**src/rtl/loader_dma_if.sv**
```systemverilog
// Bus bundle between the serial loader and its host side: grant/done, UART RX/TX and the
// shared memory write port.
interface loader_dma_if #(
  parameter int WORD_BYTES = 4,
  parameter int ADDR_W     = 32,
  parameter int N_TARGETS  = 2
);
  localparam int TSEL_W = (N_TARGETS > 1) ? $clog2(N_TARGETS) : 1;

  // Handshakes: rx_ready_i is a one-cycle valid strobe with no back-pressure (a byte
  // offered in a state that does not consume it is lost); tx_start_o is a one-cycle request
  // answered by a one-cycle tx_done_i; mem_we_o is a one-cycle, one-hot, always-accepted write.
  logic                    grant_i;
  logic [TSEL_W-1:0]       target_select_i;
  logic                    done_o;
  logic                    error_o;
  logic [7:0]              rx_data_i;
  logic                    rx_ready_i;
  logic [7:0]              tx_data_o;
  logic                    tx_start_o;
  logic                    tx_done_i;
  logic [N_TARGETS-1:0]    mem_we_o;
  logic [ADDR_W-1:0]       mem_addr_o;
  logic [8*WORD_BYTES-1:0] mem_data_o;
  logic [3:0]              state_o;

  modport master (
    output grant_i, target_select_i, rx_data_i, rx_ready_i, tx_done_i,
    input  done_o, error_o, tx_data_o, tx_start_o, mem_we_o, mem_addr_o, mem_data_o, state_o
  );

  modport slave (
    input  grant_i, target_select_i, rx_data_i, rx_ready_i, tx_done_i,
    output done_o, error_o, tx_data_o, tx_start_o, mem_we_o, mem_addr_o, mem_data_o, state_o
  );
endinterface

```
**src/rtl/loader_dma.sv**
```systemverilog
// UART-fed memory loader: receives a word count, a payload and an XOR checksum, writes the
// payload word by word into the selected target memory and answers with ACK or NACK.
module loader_dma #(
  parameter int         WORD_BYTES     = 4,
  parameter int         ADDR_W         = 32,
  parameter int         N_TARGETS      = 2,
  parameter int         TIMEOUT_CYCLES = 1000000,
  parameter logic [7:0] ACK_BYTE       = 8'hF1,
  parameter logic [7:0] NACK_CSUM      = 8'hE1,
  parameter logic [7:0] NACK_TMO       = 8'hE2
) (
  input logic         clk_i,
  input logic         rst_i,
  loader_dma_if.slave bus
);
  localparam int TSEL_W = (N_TARGETS > 1) ? $clog2(N_TARGETS) : 1;
  localparam int DATA_W = 8 * WORD_BYTES;
  localparam int BIDX_W = (WORD_BYTES > 1) ? $clog2(WORD_BYTES) : 1;
  localparam int IDLE_W = $clog2(TIMEOUT_CYCLES + 1);
  localparam logic [BIDX_W-1:0] BIDX_LAST = BIDX_W'(WORD_BYTES - 1);
  localparam logic [IDLE_W-1:0] TMO_LAST  = IDLE_W'(TIMEOUT_CYCLES - 1);

  typedef enum logic [3:0] {
    S_IDLE, S_SIZE_HI, S_SIZE_LO, S_RECV, S_WRITE, S_CSUM, S_SEND, S_WAIT_TX, S_DONE
  } state_t;

  state_t               state_q;
  logic [TSEL_W-1:0]    tsel_q;
  logic [ADDR_W-1:0]    addr_q;
  logic [BIDX_W-1:0]    bidx_q;
  logic [15:0]          words_q;
  logic [7:0]           csum_q;
  logic [DATA_W-1:0]    data_q;
  logic [IDLE_W-1:0]    idle_q;
  logic [N_TARGETS-1:0] we_q;
  logic [7:0]           tx_data_q;
  logic                 tx_start_q;
  logic                 nack_q;
  logic                 done_q;
  logic                 error_q;
  logic                 rx_state;

  assign rx_state = state_q inside {S_SIZE_HI, S_SIZE_LO, S_RECV, S_CSUM};

  always_ff @(posedge clk_i) begin
    if (rst_i) begin
      state_q    <= S_IDLE;
      tsel_q     <= '0;
      addr_q     <= '0;
      bidx_q     <= '0;
      words_q    <= '0;
      csum_q     <= '0;
      data_q     <= '0;
      idle_q     <= '0;
      we_q       <= '0;
      tx_data_q  <= '0;
      tx_start_q <= 1'b0;
      nack_q     <= 1'b0;
      done_q     <= 1'b0;
      error_q    <= 1'b0;
    end else begin
      we_q       <= '0;
      tx_start_q <= 1'b0;
      if (state_q != S_IDLE && !bus.grant_i) begin
        // Losing the grant abandons the transfer silently, including a finished one.
        state_q   <= S_IDLE;
        done_q    <= 1'b0;
        error_q   <= 1'b0;
        tx_data_q <= '0;
      end else if (rx_state && !bus.rx_ready_i && idle_q == TMO_LAST) begin
        state_q    <= S_SEND;
        tx_data_q  <= NACK_TMO;
        tx_start_q <= 1'b1;
        nack_q     <= 1'b1;
      end else begin
        if (rx_state) idle_q <= bus.rx_ready_i ? '0 : idle_q + IDLE_W'(1);
        case (state_q)
          S_IDLE: if (bus.grant_i) begin
            state_q <= S_SIZE_HI;
            tsel_q  <= bus.target_select_i;
            addr_q  <= '0;
            bidx_q  <= '0;
            words_q <= '0;
            csum_q  <= '0;
            idle_q  <= '0;
            nack_q  <= 1'b0;
          end
          S_SIZE_HI: if (bus.rx_ready_i) begin
            words_q[15:8] <= bus.rx_data_i;
            state_q       <= S_SIZE_LO;
          end
          S_SIZE_LO: if (bus.rx_ready_i) begin
            words_q[7:0] <= bus.rx_data_i;
            state_q      <= ({words_q[15:8], bus.rx_data_i} != 16'd0) ? S_RECV : S_CSUM;
          end
          S_RECV: if (bus.rx_ready_i) begin
            data_q[{bidx_q, 3'b000} +: 8] <= bus.rx_data_i;
            csum_q <= csum_q ^ bus.rx_data_i;
            if (bidx_q == BIDX_LAST) begin
              bidx_q  <= '0;
              we_q    <= N_TARGETS'(1) << tsel_q;
              state_q <= S_WRITE;
            end else begin
              bidx_q <= bidx_q + BIDX_W'(1);
            end
          end
          S_WRITE: begin
            addr_q <= addr_q + ADDR_W'(1);
            if (words_q == 16'd1) begin
              state_q <= S_CSUM;
            end else begin
              words_q <= words_q - 16'd1;
              state_q <= S_RECV;
            end
          end
          S_CSUM: if (bus.rx_ready_i) begin
            tx_data_q  <= (bus.rx_data_i == csum_q) ? ACK_BYTE : NACK_CSUM;
            nack_q     <= (bus.rx_data_i != csum_q);
            tx_start_q <= 1'b1;
            state_q    <= S_SEND;
          end
          S_SEND:    state_q <= S_WAIT_TX;
          S_WAIT_TX: if (bus.tx_done_i) begin
            state_q <= S_DONE;
            done_q  <= 1'b1;
            error_q <= nack_q;
          end
          S_DONE:    state_q <= S_DONE;
          default:   state_q <= S_IDLE;
        endcase
      end
    end
  end

  // Gating with the grant drops a write whose grant vanished in the WRITE cycle itself.
  assign bus.mem_we_o   = bus.grant_i ? we_q : '0;
  assign bus.mem_addr_o = addr_q;
  assign bus.mem_data_o = data_q;
  assign bus.tx_data_o  = tx_data_q;
  assign bus.tx_start_o = tx_start_q;
  assign bus.done_o     = done_q;
  assign bus.error_o    = error_q;
  assign bus.state_o    = state_q;
endmodule
```
**src/flat_wrapper.sv**
```systemverilog
// flat-port wrapper written by rule: the top's interface ports become plain ports
module loader_dma_flat 
#(
  parameter int         WORD_BYTES     = 4,
  parameter int         ADDR_W         = 32,
  parameter int         N_TARGETS      = 2,
  parameter int         TIMEOUT_CYCLES = 1000000,
  parameter logic [7:0] ACK_BYTE       = 8'hF1,
  parameter logic [7:0] NACK_CSUM      = 8'hE1,
  parameter logic [7:0] NACK_TMO       = 8'hE2
)
  (clk_i, rst_i, bus_grant_i, bus_target_select_i, bus_rx_data_i, bus_rx_ready_i, bus_tx_done_i, bus_done_o, bus_error_o, bus_tx_data_o, bus_tx_start_o, bus_mem_we_o, bus_mem_addr_o, bus_mem_data_o, bus_state_o);
  loader_dma_if #(.WORD_BYTES(WORD_BYTES), .ADDR_W(ADDR_W), .N_TARGETS(N_TARGETS)) bus_i ();
  input logic clk_i;
  input logic rst_i;
  input wire logic [$bits(bus_i.grant_i)-1:0] bus_grant_i;
  input wire logic [$bits(bus_i.target_select_i)-1:0] bus_target_select_i;
  input wire logic [$bits(bus_i.rx_data_i)-1:0] bus_rx_data_i;
  input wire logic [$bits(bus_i.rx_ready_i)-1:0] bus_rx_ready_i;
  input wire logic [$bits(bus_i.tx_done_i)-1:0] bus_tx_done_i;
  output wire logic [$bits(bus_i.done_o)-1:0] bus_done_o;
  output wire logic [$bits(bus_i.error_o)-1:0] bus_error_o;
  output wire logic [$bits(bus_i.tx_data_o)-1:0] bus_tx_data_o;
  output wire logic [$bits(bus_i.tx_start_o)-1:0] bus_tx_start_o;
  output wire logic [$bits(bus_i.mem_we_o)-1:0] bus_mem_we_o;
  output wire logic [$bits(bus_i.mem_addr_o)-1:0] bus_mem_addr_o;
  output wire logic [$bits(bus_i.mem_data_o)-1:0] bus_mem_data_o;
  output wire logic [$bits(bus_i.state_o)-1:0] bus_state_o;
  assign bus_i.grant_i = bus_grant_i;
  assign bus_i.target_select_i = bus_target_select_i;
  assign bus_i.rx_data_i = bus_rx_data_i;
  assign bus_i.rx_ready_i = bus_rx_ready_i;
  assign bus_i.tx_done_i = bus_tx_done_i;
  assign bus_done_o = bus_i.done_o;
  assign bus_error_o = bus_i.error_o;
  assign bus_tx_data_o = bus_i.tx_data_o;
  assign bus_tx_start_o = bus_i.tx_start_o;
  assign bus_mem_we_o = bus_i.mem_we_o;
  assign bus_mem_addr_o = bus_i.mem_addr_o;
  assign bus_mem_data_o = bus_i.mem_data_o;
  assign bus_state_o = bus_i.state_o;
  loader_dma #(.WORD_BYTES(WORD_BYTES), .ADDR_W(ADDR_W), .N_TARGETS(N_TARGETS), .TIMEOUT_CYCLES(TIMEOUT_CYCLES), .ACK_BYTE(ACK_BYTE), .NACK_CSUM(NACK_CSUM), .NACK_TMO(NACK_TMO)) u_core (.clk_i(clk_i), .rst_i(rst_i), .bus(bus_i));
endmodule
```
**config.mk**
```make
export PLATFORM = sky130hd
export DESIGN_NAME = loader_dma_flat
export DESIGN_NICKNAME = d
export VERILOG_FILES = /design/src/rtl/loader_dma_if.sv /design/src/rtl/loader_dma.sv /design/src/flat_wrapper.sv
export SDC_FILE = /design/constraint.sdc
export NUM_CORES = 1
export LEC_CHECK = 0
export CELL_PAD_IN_SITES_DETAIL_PLACEMENT = 1
export CELL_PAD_IN_SITES_GLOBAL_PLACEMENT = 1
export CORE_UTILIZATION = 44
export CTS_BUF_LIST = sky130_fd_sc_hd__clkbuf_8
export CTS_CLUSTER_SIZE = 16
export DETAILED_ROUTE_END_ITERATION = 8
export HOLD_SLACK_MARGIN = 0.08
export PLACE_DENSITY_LB_ADDON = 0.1
export SETUP_SLACK_MARGIN = 0.1
export SYNTH_ARGS = -nofsm -noshare
export SYNTH_HDL_FRONTEND = slang
export SYNTH_SLANG_ARGS = --single-unit
```
**constraint.sdc**
```tcl
create_clock -name clk_i -period 4 [get_ports clk_i]
set_input_delay 0.6 -clock clk_i [delete_from_list [all_inputs] [get_ports clk_i]]
set_output_delay 0.6 -clock clk_i [all_outputs]
set_load 0.02 [all_outputs]
```
Yosys cells after proc, flatten, opt, wreduce, memory -nomap -nowiden
Cells that the tools add are included.
{"block": "totals", "reg_bits": 129, "inputBits": 14, "elab_cells": 133}
{"block": "op_classes", "addsub": 5, "n_eq_ne": 28, "n_shift": 3, "muxes": 42, "bitwise": 6, "reduce_logical": 32}
{"operator": "20-bit two-way mux", "n": 4}
{"operator": "32-bit one-hot mux with 2 select lines", "n": 1}
{"operator": "8-bit two-way mux", "n": 6}
{"operator": "8-bit one-hot mux with 3 select lines", "n": 2}
{"operator": "4-bit one-hot mux with 9 select lines", "n": 1}
{"operator": "32-bit by 1-bit adder with 32-bit output, second input constant", "n": 1}
{"operator": "32-bit bitwise mux", "n": 1}
{"operator": "16-bit two-way mux", "n": 2}
{"operator": "32-bit two-way mux", "n": 1}
{"operator": "8-bit by 7-bit variable shift with 32-bit output, first input constant", "n": 1}
{"operator": "8-bit by 7-bit indexed part select with 32-bit output", "n": 1}
{"operator": "4-bit two-way mux", "n": 7}
{"operator": "20-bit by 1-bit adder with 20-bit output, second input constant", "n": 1}
{"operator": "20-bit equality test, second input constant", "n": 1}
{"operator": "16-bit by 1-bit equality test with 1-bit output, second input constant", "n": 1}
{"operator": "4-bit by 3-bit equality test with 1-bit output, second input constant", "n": 4}
{"operator": "2-bit inequality test, second input constant", "n": 8}
{"operator": "8-bit one-hot mux with 2 select lines", "n": 1}
{"operator": "4-bit AND reduction", "n": 4}
{"operator": "16-bit nonzero test", "n": 1}
{"operator": "16-bit by 1-bit subtractor with 16-bit output, second input constant", "n": 1}
{"operator": "3-bit inequality test, second input constant", "n": 5}
{"operator": "7-bit AND reduction", "n": 2}
{"operator": "6-bit AND reduction", "n": 2}
{"operator": "other kinds (30)", "n": 57}

Depth between registers and ports, before layout
Gate-level depths: netlist of the first run.
{"block": "depth", "depth_word": 6, "mapped_depth": 9, "depth_no_buf": 7}

Least setup slack after synthesis of the first run
Ideal clock, no wire load.
{"block": "synth_timing", "path_kind": "input -> register", "start": "in bus_rx_ready_i", "end": "reg u_core.words_q[12]", "t_arrival_ns": 2.254, "slack_ns": 1.651, "stages": 9, "path_buffers": 3, "path_cell_list": "buf_2 -> nor4b_1 -> nand4_1 -> or2_2 -> clkbuf_1 -> o211ai_1 -> buf_4 -> a21oi_1 -> a221oi_1"}
{"block": "synth_via", "elab_chain_cells": 5, "word_cells_on_any_way": 6}
{"element": "start, declared", "line_no": "flat_wrapper.sv:19", "text": "input wire logic [$bits(bus_i.rx_ready_i)-1:0] bus_rx_ready_i;"}
{"element": "1-bit logical NOT", "line_no": "loader_dma.sv:70", "text": "end else if (rx_state && !bus.rx_ready_i && idle_q == TMO_LAST) begin"}
{"element": "1-bit logical AND (2 in a row)", "line_no": "loader_dma.sv:70"}
{"element": "1-bit NOT (no line)"}
{"element": "6-bit AND reduction (no line) *"}
{"element": "end signal, assigned", "line_no": "loader_dma.sv:89", "text": "words_q[15:8] <= bus.rx_data_i;"}
{"element": "end signal, assigned", "line_no": "loader_dma.sv:112", "text": "words_q <= words_q - 16'd1;"}
{"element": "end, declared", "line_no": "loader_dma.sv:31", "text": "logic [15:0] words_q;"}
Every way passes the cells marked *; elsewhere a longest branch is shown, timed or not.
A chain may end at the register's enable or synchronous reset.

Worst setup path after layout of the first run
{"block": "layout_timing", "start": "in bus_rx_ready_i", "end": "reg u_core.words_q[0]"}
Same word-level chain as after synthesis.

==> metrics.csv, run 1 <==
metric;value;unit
DR iter-0 viols;370;
critical path class;in2reg;
CP Cell Sequence;clkdlybuf4s50_1 -> nor4b_1 -> nand4_1 -> or2_2 -> o211ai_1 -> a221oi_1 -> a211oi_1;
WP data required;4.35;ns
post-synthesis sequential area ratio;0.407;
Final Cell Area;7500;µm²
Clock Tree Root;clkbuf_8;
Arr. time, crit path;3.38;ns
fin cells;1041;
post-synthesis register bit count;125;
Mapped Cells;780;
Reg area;2500;µm²
Post-CTS Setup Inserts;0;
clock skew;0.0115;ns
peak supply drop;0.276;mV
CP Launch Type;input port;
number of synthesized flops with an enable pin;0;
Finish-stage setup viols;0;
Final WS setup;0.971;ns
WP depth;7;
Max Slew Vio Count;0;
FILL cells;1665;
Area Overhead vs Synth;22.0;%
crit-path max cell delay;0.63;ns
dpl ws;0.697;ns
P per Cell Area;450;nW/µm²
final net count;876;
Critical Path Sink;u_core.words_q[0];
vias in the first global route;6214;
TritonCTS clock tree;built;
Pre-antenna DRT Iters;9;
CP endpoint kind;register;
via/cell ratio;5.83;
DP HPWL;13.3;mm
delay-heaviest family, CP;simple AND/OR/NAND/NOR gates;
maximum root-to-sink buffer count;2;
top post-synthesis cells by area;dfxtp_1 41%, a21oi_1 5.8%, nand2_1 5.6%;
worst slew pin tran;1.13;ns
share of the synthesized area in the top cell type;0.407;
Placed Instance Area;7120;µm²
first-pass GRT wire length;30.6;mm
# hold bufs at CTS;0;
DR vias;6066;
Die Wd;120;µm
share of layout cells above drive strength 1;0.0671;
HP Class;reg2reg;
R2R setup slack;1.13;ns
slowest CP cell;clkdlybuf4s50_1;
ys async rst share;0;
number of antenna diodes;0;
# rows;42;
Detail Route Antenna Nets;0;
worst r2r dst;u_core.words_q[0];
final core occ;0.558;
yosys warns;0;
CP Max Fanout;16;
status;finished clean;
mapped cell area;6150;µm²
R2R depth;6;
CP startpoint;bus_rx_ready_i;
multi-input logic area;3360;µm²
top cells by count, synth;125 x dfxtp_1, 92 x nand2_1, 81 x nor2_1;
leak pwr;2.49;nW
Yosys top cell by area;dfxtp_1;
Tmin final;3.03;ns
I/O Pins;95;
Die Y;120;µm
H-tree Lvls;4;
Initial Util;0.457;
Worst-Skew Late Latency;0.45;ns
WL final;18.9;mm
Post-synth top flop;dfxtp_1;
Num CTS Buffers;17;
dpl cells;1009;
DRC viols;0;
cell with the most instances after synthesis;dfxtp_1;
Buf+Inv Stages, Crit Path;1;
R2R Path Start;u_core.bus.state_o[1];
die area;14500;µm²
RePlAce Congestion;0.849;
Avg Cell Area, Syn;7.88;µm²
clock-pin slew on the worst setup and hold paths;0.08;ns
Max Cap Viol;0;
antenna violations before repair;0;
max frequency;330;MHz
pin count of the biggest net entering global routing;44;
Core ar.;13500;µm²
Post-CTS Resized;0;
final hold viol count;0;
Tot GR Track Use;0.267;
unrepaired setup endpoints after global routing;false;
Slew HR;0.244;
GRT Residual Overflow;0;
Netlist cell types;60;
number of port buffers;92;
clk sinks;125;
period utilization;0.757;
wire per inst;18.2;µm
setup TNS;0;ns
-- how the worst min path moves through the flow --
stage / startpoint / to / slack (ns) / cells past startpoint
floorplan: u_core.tsel_q / u_core.we_q[0] / 0.41 / 1
global placement: u_core.tsel_q / u_core.we_q[0] / 0.43 / 1
detailed placement: u_core.bus.mem_data_o[20] / u_core.bus.mem_data_o[20] / 0.45 / 2
CTS: u_core.bus.mem_data_o[20] / u_core.bus.mem_data_o[20] / 0.46 / 2
global route: u_core.bus.mem_data_o[20] / u_core.bus.mem_data_o[20] / 0.48 / 2
finish: u_core.bus.mem_data_o[20] / u_core.bus.mem_data_o[20] / 0.45 / 2
-- layer usage --
metal	track usage	vias up	routed length, µm
met5	0	-	0
met4	0.101	0	382
met3	0.0566	36	675
met2	0.478	120	9750
met1	0.311	3014	8090
li1	-	2896	-
-- cells by family (layout without fill, tap and decap cells) --
kind of cell             after synthesis  count (layout)  synth area share
buffers and inverters                 65             149            0.0468
AO/OA/AOI/OAI                        169             169             0.160
other                                  1               2          0.000610
adder cells (fa/ha/maj)               10              10            0.0203
multiplexers                           5               5           0.00834
XOR/XNOR                              42              42            0.0598
flip-flops                           125             125             0.407
AND/OR/NAND/NOR                      363             363             0.298
-- area by class of cell --
type / count / area share
flip-flops and latches: 125 / 0.333
inverters: 18 / 0.00900
multi-input cells: 591 / 0.448
clock inverters: 11 / 0.0123
repair buffers: 99 / 0.129
well taps: 176 / 0.0293
clock buffers: 21 / 0.0385
-- sequential cells by signal (all words and copies together) (netlist names) --
register and count:
u_core.bus.mem_data_o 32, u_core.bus.done_o 1, u_core.bus.error_o 1, u_core.bus.tx_start_o 1, u_core.tsel_q 1, u_core.bus.mem_addr_o 32
u_core.nack_q 1, u_core.bus.state_o 4, u_core.words_q 16, u_core.we_q 2, u_core.csum_q 8, u_core.bus.tx_data_o 4
u_core.bidx_q 2, u_core.idle_q 20
-- per-stage QoR --
step                      total power (W)  hold WS (ns)
final                             0.00338         0.452
after global routing              0.00355         0.477
after CTS                         0.00339         0.456
after detailed placement          0.00232         0.446
after global placement            0.00227         0.433
after floorplan                   0.00207         0.413
-- cells in the final DEF, fill, tap and decap left out, types with 10 or more instances in the layout --
master / count
ha_1: 10
and2_1: 11
xor2_1: 17
nor3_1: 27
clkdlybuf4s50_1: 91
or3_1: 11
xnor2_1: 25
nor2_1: 81
nand3_1: 56
nor4_1: 12
o21ai_0: 49
or2_2: 11
inv_1: 19
nand2_1: 92
a21oi_1: 71
clkbuf_8: 21
dfxtp_1: 125
nand4_1: 15
-- power breakdown --
part	total (W)	switching, W	internal (W)
clock	0.00107	0.000518	0.000550
combinational	0.000889	0.000573	0.000316
sequential	0.00142	0.000112	0.00131
total	0.00338	0.00120	0.00217
-- worst reg2reg max path, cell delays in order (launching register included) --
cell,delay (ns)
dfxtp_1,0.55
nor2_1,0.55
nand2_1,0.10
buf_4,0.22
o211ai_1,0.90
a221oi_1,0.14
a211oi_1,0.31
No activity file was read; power rests on OpenSTA's default activity.
==> inputs of run 2 (changes only) <==
- CORE_UTILIZATION: 44 -> 37
- clock period: 4 -> 2.74 ns (I/O delays scaled with it)
==> run 2 against run 1 <==
First-iteration DRC count is 29% lower. Setup slack worse by 0.69 ns. Die area is 19% higher. Register-to-register slack worse by 0.85 ns. Clock skew is 0.0057 ns higher.
==> metrics.csv, run 2 (same netlist as run 1, synthesis figures left out) <==
metric;value;unit
Max Slew Vio Count;0;
via/cell ratio;5.50;
clk sinks;125;
Flop pwr share;0.376;
vias in the first global route;6170;
most frequent cells in the layout;125 x dfxtp_1, 92 x nand2_1, 91 x clkdlybuf4s50_1;
H-tree Lvls;4;
final total power;0.00540;W
WHS;0.456;ns
R2R setup slack;0.28;ns
worst slew pin tran;0.631;ns
Met2 Wirelength;10.2;mm
RePlAce Congestion;0.834;
Slew HR;0.576;
Met1 Routed Length;8.76;mm
HP Class;reg2reg;
I/O Pins;95;
FILL cells;1937;
status;finished clean;
CP startpoint;u_core.bus.state_o[1];
combinational share of power;0.268;
Arr. time, crit path;2.85;ns
peak supply drop;0.329;mV
max frequency;406;MHz
antenna violations before repair;0;
WL final;19.8;mm
DRC viols;0;
Tot GR Track Use;0.240;
P per Cell Area;689;nW/µm²
DR iter-0 viols;264;
Critical Path Sink;u_core.idle_q[7];
most common cell after layout, fill and taps aside;dfxtp_1;
wire per inst;17.9;µm
Placed Instance Area;7380;µm²
maximum root-to-sink buffer count;2;
TritonCTS clock tree;built;
final hold viol count;0;
share of layout cells above drive strength 1;0.0963;
Area Overhead vs Synth;27.5;%
net load switching power;0.00185;W
clock skew;0.0172;ns
internal power;0.00355;W
first-pass GRT wire length;31.9;mm
setup TNS;0;ns
highest metal used;met4;
Clock Tree Root;clkbuf_8;
CP Max Fanout;11;
DP HPWL;14.3;mm
final core occ;0.488;
number of antenna diodes;0;
GRT Residual Overflow;0;
final net count;904;
Post-CTS Resized;0;
Finish-stage setup viols;0;
Core ar.;16100;µm²
pin count of the biggest net entering global routing;33;
worst r2r dst;u_core.idle_q[7];
Post-CTS Setup Inserts;0;
Clock Power Share;0.356;
Detail Route Antenna Nets;0;
Tmin final;2.46;ns
Die Y;131;µm
R2R depth;6;
leak pwr;2.67;nW
Final Cell Area;7840;µm²
CP endpoint kind;register;
# hold bufs at CTS;0;
unrepaired setup endpoints after global routing;false;
Switching Share;0.343;
Die Wd;131;µm
critical path class;reg2reg;
CP Launch Type;register;
WP data required;3.13;ns
clock-pin slew on the worst setup and hold paths;0.08;ns
Num CTS Buffers;17;
number of port buffers;92;
Max Cap Viol;0;
period utilization;0.898;
R2R Path Start;u_core.bus.state_o[1];
Pre-antenna DRT Iters;4;
# rows;46;
DR vias;6103;
DR WL met3;684;µm
Worst-Skew Late Latency;0.46;ns
die area;17100;µm²
Initial Util;0.383;
-- run 2: changes by cell type in the layout (fill, tap and decap cells not counted), sizes merged --
cell      before  now
bufinv         1    5
clkinvlp       4    2
buf            8   36
clkinv         5    3
clkbuf        21   18
inv           19   22
-- run 2: power groups by stage --
stage | combinational (W) | sequential [W] | clock (W)
5_1_grt | 0.00158 | 0.00205 | 0.00205
3_3_place_gp | 0.00136 | 0.00206 | 0
2_1_floorplan | 0.000967 | 0.00205 | 0
4_1_cts | 0.00145 | 0.00203 | 0.00196
3_5_place_dp | 0.00143 | 0.00207 | 0
6_report | 0.00145 | 0.00203 | 0.00192
-- run 2: metal layers --
layer,vias to the layer above,track usage
li1,2956,-
met1,3012,0.291
met2,117,0.425
met3,18,0.0428
met4,0,0.0818
met5,-,0
-- run 2: cell type report --
type,instances,area [µm²],area share
clock buffer,18,248,0.0316
clock inverter,14,214,0.0273
inverter,18,67.6,0.00861
multi-input combinational,591,3360,0.429
sequential,125,2500,0.319
tap,216,270,0.0345
timing repair buffer,127,1180,0.150
-- run 2: critical path, stage by stage, from the launching register on --
cell and delay, ns:
dfxtp_1 0.43, or4_4 0.58, nand2_1 0.20, o21a_1 0.34, nand3_1 0.23, or4_1 0.46
a21oi_1 0.15
-- run 2: stage by stage --
step	setup slack [ns]	instances
6_report	0.280	1109
2_1_floorplan	0.519	781
3_5_place_dp	-0.00701	1077
5_1_grt	0.131	1109
3_3_place_gp	0.134	1077
4_1_cts	0.280	1109
-- run 2: how the worst min path moves through the flow --
stage                                    startpoint                        end  cells past startpoint
after floorplan                       u_core.tsel_q             u_core.we_q[0]                      1
after global placement                u_core.tsel_q             u_core.we_q[0]                      1
after detailed placement    u_core.bus.tx_data_o[0]    u_core.bus.tx_data_o[0]                      2
after CTS                 u_core.bus.mem_data_o[31]  u_core.bus.mem_data_o[31]                      2
after global routing      u_core.bus.mem_data_o[13]  u_core.bus.mem_data_o[13]                      2
final                       u_core.bus.tx_data_o[0]    u_core.bus.tx_data_o[0]                      2
==> inputs of run 3 (changes only) <==
- CORE_UTILIZATION: 37 -> 41
- clock period: 2.74 -> 2.4 ns (I/O delays scaled with it)
==> run 3 against run 2 <==
Sequential power increased by 15%. Clock skew decreased by 0.0055 ns. Largest power group unchanged. Register-to-register slack got worse by 0.06 ns. Wire length about the same. Global-route usage increased by 1.6 points. First-iteration DRC count increased by 55%. Die area decreased by 9.6%. Cell area increased by 1.9%.
==> metrics.csv, run 3 (same netlist as run 1, synthesis figures left out) <==
metric;value;unit
DR iter-0 viols;409;
Detail Route Antenna Nets;0;
WP data required;2.04;ns
unrepaired setup endpoints after global routing;true;
Arr. time, crit path;1.88;ns
Worst-Skew Late Latency;0.46;ns
final core occ;0.548;
CP Cell Sequence;buf_4 -> clkdlybuf4s50_1;
Finish-stage setup viols;0;
DP HPWL;14.1;mm
R2R setup slack;0.22;ns
vias in the first global route;6304;
WL final;19.9;mm
DRC viols;0;
fin cells;1106;
Final WS setup;0.160;ns
period utilization;0.933;
max frequency;447;MHz
Reg area;2500;µm²
clock skew;0.0117;ns
wire per inst;18.0;µm
Clock Tree Root;clkbuf_8;
antenna violations before repair;0;
GR Util met2;0.443;
Pre-antenna DRT Iters;5;
Slew HR;0.627;
# rows;44;
R2R Path Start;u_core.bus.state_o[3];
# hold bufs at CTS;0;
slowest CP cell;clkdlybuf4s50_1;
die area;15500;µm²
Initial Util;0.422;
layer with the highest usage;met2;
status;finished clean;
Final Cell Area;7990;µm²
Tot GR Track Use;0.256;
share of layout cells above drive strength 1;0.129;
DR vias;6290;
CP Launch Type;register;
dpl cells;1073;
Area Overhead vs Synth;30.0;%
multi-input logic area;3380;µm²
CP endpoint kind;output pin;
final hold viol count;0;
Placed Instance Area;7550;µm²
pin count of the biggest net entering global routing;39;
CP Max Fanout;10;
Tmin final;2.24;ns
hold depth;2;
critical path class;reg2out;
Max Cap Viol;0;
peak supply drop;0.379;mV
via/cell ratio;5.69;
Die Y;124;µm
first-pass GRT wire length;32.1;mm
RePlAce Congestion;0.899;
maximum root-to-sink buffer count;2;
number of port buffers;92;
final net count;933;
leak pwr;2.79;nW
Core ar.;14600;µm²
H-tree Lvls;4;
met1 usage;0.314;
Max Slew Vio Count;0;
GRT Residual Overflow;0;
R2R depth;6;
HP Class;in2reg;
min-delay src;rst_i;
Num CTS Buffers;17;
FILL cells;1809;
worst slew pin tran;0.555;ns
I/O Pins;95;
most common cell after layout, fill and taps aside;dfxtp_1;
clock-pin slew on the worst setup and hold paths;0.07;ns
clk sinks;125;
P per Cell Area;755;nW/µm²
dpl ws;-0.0884;ns
worst r2r dst;u_core.idle_q[19];
Worst Hold End;u_core.idle_q[7];
crit-path max cell delay;0.63;ns
TritonCTS clock tree;built;
number of antenna diodes;0;
most frequent cells in the layout;123 x dfxtp_1, 91 x nand2_1, 91 x clkdlybuf4s50_1;
Die Wd;124;µm
M3 GR Usage;0.0442;
run 3: cell count changes in the layout (fill, tap and decap cells not counted), sizes merged:
cell    previous run  this run
buf               36        65
clkinv             3         4
bufinv             5         3
clkbuf            18        19
run 3: per-layer routing:
layer,vias up,share of wire
met5,-,0
met2,153,0.50
li1,3010,-
met4,0,0.020
met1,3093,0.44
met3,34,0.041
run 3: report_power, final:
group          total (W)  internal [W]  leakage [nW]  switching [W]
logic            0.00176      0.000700          1.57        0.00106
clock network    0.00194       0.00107         0.216       0.000870
registers        0.00233       0.00218          1.01       0.000152
run 3: timing repair:
item                                    4_1_cts  5_1_grt
setup buffers                                 0        1
gates resized for setup                       0        8
endpoints found under the setup margin        0       57
run 3: through the flow:
step	hold WS (ns)	setup TNS (ns)	total power, W
finish	0.293	0	0.00603
global route	0.295	0	0.00632
CTS	0.270	0	0.00602
detailed placement	0.439	-0.787	0.00408
global placement	0.436	0	0.00400
floorplan	0.413	0	0.00345
run 3: cell type report:
class,instances,share of cell area
clock buffers,19,0.0327
well taps,184,0.0288
clock inverters,13,0.0186
inverters,18,0.00845
multi-input cells,591,0.423
flip-flops and latches,125,0.313
repair buffers,156,0.175
run 3: worst max-delay path, delay by kind of cell, from the launching register on:
kind                   cells  cell delay [ns]
flip-flops                 1             0.55
buffers and inverters      2             0.87
run 3: worst max-delay path by stage:
| stage | start | endpoint | cells past startpoint |
|---|---|---|---|
| floorplan | u_core.bus.state_o[0] | u_core.bus.mem_addr_o[31] | 7 |
| global placement | bus_rx_ready_i | u_core.words_q[9] | 7 |
| detailed placement | bus_grant_i | u_core.bus.mem_addr_o[28] | 9 |
| CTS | u_core.bus.state_o[2] | u_core.bus.mem_data_o[22] | 7 |
| global route | u_core.words_q[8] | u_core.words_q[1] | 7 |
| finish | u_core.bus.state_o[3] | bus_state_o[3] | 2 |
